File: src/rtl/clock_set_ctrl.sv
// Mode/time-set controller for the 24h clock.
// Synchronizes MODE/UP buttons, sequences RUN -> SET_HOUR -> SET_MIN -> SET_SEC -> RUN,
// and produces registered advance/clear pulses, a timebase re-phase pulse and blink masks.
// Optional feature: define CLOCK_SET_AUTOREPEAT_EN to enable 2 Hz auto-repeat of a held UP
// button in SET_HOUR/SET_MIN after HOLD_EDGES rising edges of SIG2HZ.
module clock_set_ctrl #(
    parameter int unsigned SYNC_STAGES = 2,
    parameter int unsigned HOLD_EDGES  = 2
) (
    input  logic       CLK,
    input  logic       RST,
    input  logic       EN1HZ,
    input  logic       SIG2HZ,
    input  logic       BTN_MODE,
    input  logic       BTN_UP,
    output logic       SEC_EN,
    output logic       MIN_INC,
    output logic       HOUR_INC,
    output logic       SEC_CLR,
    output logic       TB_RST,
    output logic [1:0] MODE,
    output logic       BLANK_H,
    output logic       BLANK_M,
    output logic       BLANK_S
);

    typedef enum logic [1:0] {
        StRun     = 2'd0,
        StSetHour = 2'd1,
        StSetMin  = 2'd2,
        StSetSec  = 2'd3
    } state_e;

    // Elaboration-time parameter sanity checks
    if (SYNC_STAGES < 2) begin : g_bad_sync
        $error("SYNC_STAGES must be at least 2");
    end
    if (HOLD_EDGES < 1) begin : g_bad_hold
        $error("HOLD_EDGES must be at least 1");
    end

    state_e state_q, state_d;

    logic [SYNC_STAGES-1:0] mode_sync_q, mode_sync_d;
    logic [SYNC_STAGES-1:0] up_sync_q, up_sync_d;
    logic mode_prev_q, mode_prev_d;
    logic up_prev_q, up_prev_d;
    logic mode_press_q, mode_press_d;
    logic up_press_q, up_press_d;

    logic sec_en_q, sec_en_d;
    logic min_inc_q, min_inc_d;
    logic hour_inc_q, hour_inc_d;
    logic sec_clr_q, sec_clr_d;
    logic tb_rst_q, tb_rst_d;
    logic blank_h_q, blank_h_d;
    logic blank_m_q, blank_m_d;
    logic blank_s_q, blank_s_d;

    logic up_act;
    logic rep_hit;

    // Button synchronizers and registered rising-edge detectors
    always_comb begin
        mode_sync_d  = {mode_sync_q[SYNC_STAGES-2:0], BTN_MODE};
        up_sync_d    = {up_sync_q[SYNC_STAGES-2:0], BTN_UP};
        mode_prev_d  = mode_sync_q[SYNC_STAGES-1];
        up_prev_d    = up_sync_q[SYNC_STAGES-1];
        mode_press_d = mode_sync_q[SYNC_STAGES-1] & ~mode_prev_q;
        up_press_d   = up_sync_q[SYNC_STAGES-1] & ~up_prev_q;
    end

    // Next state: each MODE press steps to the following mode
    always_comb begin
        state_d = state_q;
        if (mode_press_q) begin
            unique case (state_q)
                StRun:     state_d = StSetHour;
                StSetHour: state_d = StSetMin;
                StSetMin:  state_d = StSetSec;
                StSetSec:  state_d = StRun;
            endcase
        end
    end

`ifdef CLOCK_SET_AUTOREPEAT_EN
    localparam int unsigned CntW = (HOLD_EDGES < 1) ? 1 : $clog2(HOLD_EDGES + 1);

    logic [CntW-1:0] hold_cnt_q, hold_cnt_d;
    logic            sig_prev_q, sig_prev_d;
    logic            sig_rise;

    // Hold counter: counts SIG2HZ rising edges while UP stays held in an hour/min set state
    always_comb begin
        sig_prev_d = SIG2HZ;
        sig_rise   = SIG2HZ & ~sig_prev_q;
        hold_cnt_d = hold_cnt_q;
        rep_hit    = 1'b0;
        if (!up_sync_q[SYNC_STAGES-1] || (state_d != state_q) ||
            !((state_q == StSetHour) || (state_q == StSetMin))) begin
            hold_cnt_d = '0;
        end else if (sig_rise) begin
            if (hold_cnt_q >= CntW'(HOLD_EDGES)) begin
                rep_hit = 1'b1;
            end else begin
                hold_cnt_d = hold_cnt_q + CntW'(1);
            end
        end
    end

    // Auto-repeat state registers
    always_ff @(posedge CLK) begin
        if (RST) begin
            hold_cnt_q <= '0;
            sig_prev_q <= 1'b0;
        end else begin
            hold_cnt_q <= hold_cnt_d;
            sig_prev_q <= sig_prev_d;
        end
    end
`else
    assign rep_hit = 1'b0;
`endif

    // Output pulses and blink masks; the pre-transition state picks the pulse, MODE wins over UP
    always_comb begin
        up_act     = up_press_q & ~mode_press_q;
        sec_en_d   = EN1HZ & (state_q == StRun);
        hour_inc_d = (state_q == StSetHour) & (up_act | (rep_hit & ~mode_press_q));
        min_inc_d  = (state_q == StSetMin) & (up_act | (rep_hit & ~mode_press_q));
        sec_clr_d  = (state_q == StSetSec) & up_act;
        tb_rst_d   = (state_q == StSetSec) & up_act;
        // Masks follow the next state so they line up with MODE
        blank_h_d  = (state_d == StSetHour) & ~SIG2HZ;
        blank_m_d  = (state_d == StSetMin) & ~SIG2HZ;
        blank_s_d  = (state_d == StSetSec) & ~SIG2HZ;
    end

    // State, synchronizer and output registers with synchronous reset
    always_ff @(posedge CLK) begin
        if (RST) begin
            state_q      <= StRun;
            mode_sync_q  <= '0;
            up_sync_q    <= '0;
            mode_prev_q  <= 1'b0;
            up_prev_q    <= 1'b0;
            mode_press_q <= 1'b0;
            up_press_q   <= 1'b0;
            sec_en_q     <= 1'b0;
            min_inc_q    <= 1'b0;
            hour_inc_q   <= 1'b0;
            sec_clr_q    <= 1'b0;
            tb_rst_q     <= 1'b0;
            blank_h_q    <= 1'b0;
            blank_m_q    <= 1'b0;
            blank_s_q    <= 1'b0;
        end else begin
            state_q      <= state_d;
            mode_sync_q  <= mode_sync_d;
            up_sync_q    <= up_sync_d;
            mode_prev_q  <= mode_prev_d;
            up_prev_q    <= up_prev_d;
            mode_press_q <= mode_press_d;
            up_press_q   <= up_press_d;
            sec_en_q     <= sec_en_d;
            min_inc_q    <= min_inc_d;
            hour_inc_q   <= hour_inc_d;
            sec_clr_q    <= sec_clr_d;
            tb_rst_q     <= tb_rst_d;
            blank_h_q    <= blank_h_d;
            blank_m_q    <= blank_m_d;
            blank_s_q    <= blank_s_d;
        end
    end

    assign SEC_EN   = sec_en_q;
    assign MIN_INC  = min_inc_q;
    assign HOUR_INC = hour_inc_q;
    assign SEC_CLR  = sec_clr_q;
    assign TB_RST   = tb_rst_q;
    assign MODE     = state_q;
    assign BLANK_H  = blank_h_q;
    assign BLANK_M  = blank_m_q;
    assign BLANK_S  = blank_s_q;

endmodule

File: config.mk
export PLATFORM = sky130hd
export DESIGN_NAME = clock_set_ctrl
export DESIGN_NICKNAME = d
export VERILOG_FILES = /design/src/rtl/clock_set_ctrl.sv
export SDC_FILE = /design/constraint.sdc
export NUM_CORES = 1
export LEC_CHECK = 0
export ABC_CLOCK_PERIOD_IN_PS = 1500
export CAP_MARGIN = 10
export CORE_MARGIN = 3
export CORE_UTILIZATION = 25
export CTS_BUF_LIST = sky130_fd_sc_hd__clkbuf_16
export CTS_CLUSTER_DIAMETER = 60
export DETAILED_ROUTE_END_ITERATION = 10
export PLACE_DENSITY_LB_ADDON = 0.08
export SLEW_MARGIN = 10
export SYNTH_ARGS = -nofsm -noshare
export SYNTH_HDL_FRONTEND = slang
export SYNTH_SLANG_ARGS = --single-unit
File: constraint.sdc
create_clock -name CLK -period 1.5 [get_ports CLK]
set_clock_uncertainty 0.2 [all_clocks]
set_input_delay 0.225 -clock CLK [delete_from_list [all_inputs] [get_ports CLK]]
set_output_delay 0.225 -clock CLK [all_outputs]
set_load 0.1 [all_outputs]
==> metrics.yaml <==
status:
  status: "finished, final reports clean"
worst_setup_path:
  slowest_delay_ns: 0.42
  startpoint_type: "flip-flop"
  required_ns: 1.44
  crit_chain: "inv_6 > ha_4 > mux2i_4 > a2111oi_4"
  arrival_ns: 1.37
  cp_max_fo: 6
  crit_type: "reg -> reg"
  crit_slowest_cell: "dfxtp_4"
  critPathCaptureType: "flip-flop"
min_path:
  holdCritPathClass: "reg -> reg"
sta:
  hold_violations: 0
  post-route-period-util_pct: 95.0
  grt_setup_unrepaired: "true"
  worst_pin_slew_ns: 0.277
  final_max_slew_viol_count: 0
  maxSlewHeadroom_pct: 81.5
  setup_viol: 0
  fin_crit_ns: 1.42
  fmax_ghz: 0.702
  fin_setup_tns_ns: 0
floorplanning:
  io-pin-count: 16
  die_y_um: 54.8
  die_area_mm2: 0.00300
  rows: 17
  design.core.area_mm2: 0.00223
  start_util_pct: 26.7
  dieWidth_um: 54.8
global_route:
  grt_pass1_wl_mm: 1.57
  antenna_found_initial: 0
  grt_max_degree: 11
  track_usage_pct: 8.02
  overflow: 0
  grt_pass1_vias: 354
routing:
  drc: 0
  antenna_left: 0
  via_count: 384
  wirelength_um: 934
  drt-pass1-iter-count: 2
  vias_per_cell: 3.92
  initialDrtViolationCount: 5
  routedWlPerCell_um: 9.53
synthesis:
  seq_area_frac_synth_pct: 57.1
  syn_area_um2: 596
  avgSynthCellArea_um2: 11.7
  synth.most_common_cell: "dfxtp_1"
  synthArstFlopShare_pct: 0
  synthCells: 51
  synth_edf_count: 0
  synth.distinct_cells: 18
  synth_area_leaders: "dfxtp_1 (57%), ha_1 (11%), nor2b_1 (8.4%)"
  synth_top_area_share_pct: 57.1
  yosys_warnings: 0
  synthTopCellsByCount: "dfxtp_1 (17), nor2b_1 (8), ha_1 (5)"
  synth-seq-cells: 17
  synth-main-ff-cell: "dfxtp_1"
  synth_fp_nets: 62
  yosys.area.top_type: "dfxtp_1"
clocking:
  numCtsBuffers: 3
  clock-sinks: 17
  clkLatencyLatePin_ns: 0.24
  h-tree-depth: 1
  cts_tree: "yes"
  clk_pin_slew_ns: 0.05
  post_cts_buffers: 0
  root_buffer: "clkbuf_16"
  cts_buffer_depth: 2
flow_run:
  drv_cap: 0
placed_design:
  post-place-cells: 94
  place_area_um2: 950
  routabilityCongestion: 0.799
  port_buffers: 15
power_and_ir_drop:
  power_density_mw_per_mm2: 1030
  p_total_mw: 1.08
  leakagePower_nw: 0.393
  ir_drop_mv: 0.585
final_layout:
  fin_area_mm2: 0.00104
  diodes: 0
  final_cells: 98
  fill_cells: 207
  drive_above_1_share_pct: 41.4
  syn_to_final_growth_pct: 75.0
  fin_nets: 82
## final cells by class
type,count,area (um2),share of cell area (%)
clock buffers,3,75.1,7.20
clock inverters,1,5.00,0.480
inverters,3,18.8,1.80
multi-input cells,29,294,28.2
flip-flops and latches,17,349,33.5
well taps,28,35.0,3.36
repair buffers,17,265,25.5
## path summary, 6_finish.rpt
check / end / slack, ns / cells after the start / start
worst max-delay path: BLANK_M / 0.08 / 4 / MODE[0]
worst min-delay path: up_press_q / 0.18 / 1 / up_prev_q
worst max register to register: BLANK_M / 0.08 / 4 / MODE[0]
worst min register to register: up_press_q / 0.18 / 1 / up_prev_q
## power breakdown
group	total [mW]	switching (mW)	internal [mW]	leakage, nW
logic	0.0840	0.0445	0.0394	0.211
registers	0.469	0.00838	0.461	0.141
clock network	0.524	0.168	0.356	0.0409
total	1.08	0.221	0.857	0.393
## cell families (layout without fill, tap and decap cells)
kind of cell             after synthesis  after routing  share of synthesized area (%)
AO/OA/AOI/OAI                          2              2                           3.78
adder cells (fa/ha/maj)                5              5                           10.5
buffers and inverters                  5             24                           3.99
flip-flops                            17             17                           57.1
multiplexers                           1              1                           1.68
AND/OR/NAND/NOR                       21             21                           22.9
## stage by stage
step           utilization, %  hold WS (ns)  setup slack [ns]
2_1_floorplan               -         0.145           -0.0618
3_3_place_gp             42.5         0.172           -0.0631
3_5_place_dp             42.5         0.174            -0.122
4_1_cts                  46.1         0.181            0.0545
5_1_grt                  46.7         0.189           -0.0126
6_report                 46.7         0.179            0.0754
## layer usage
metal	vias to the layer above	part of all wire (%)	global-route usage [%]
met5	-	0	0
met4	0	0	6.22
met3	0	6.9	3.27
met2	11	50	12.0
met1	171	43	8.91
li1	202	-	-
## what timing repair did
action                     CTS  global route
hold buffers                 0             0
setup endpoints to repair    0             1
gates resized for setup      0             1
## critical path: cells and delay by family, from the launching register on
family | cells | cell delay (ns)
compound gates | 1 | 0.28
fa+ha+maj | 1 | 0.27
buf+inv | 1 | 0.06
flops | 1 | 0.42
mux | 1 | 0.08
## placed cells by master (no fill, tap or decap), drive strengths merged, types with 2 or more instances in the layout
cell type       n
and2            3
buf            12
clkbuf          3
clkdlybuf4s50   5
dfxtp          17
ha              5
inv             3
nor2            3
nor2b           8
nor3b           2
Power figures use the tool's default switching activity.
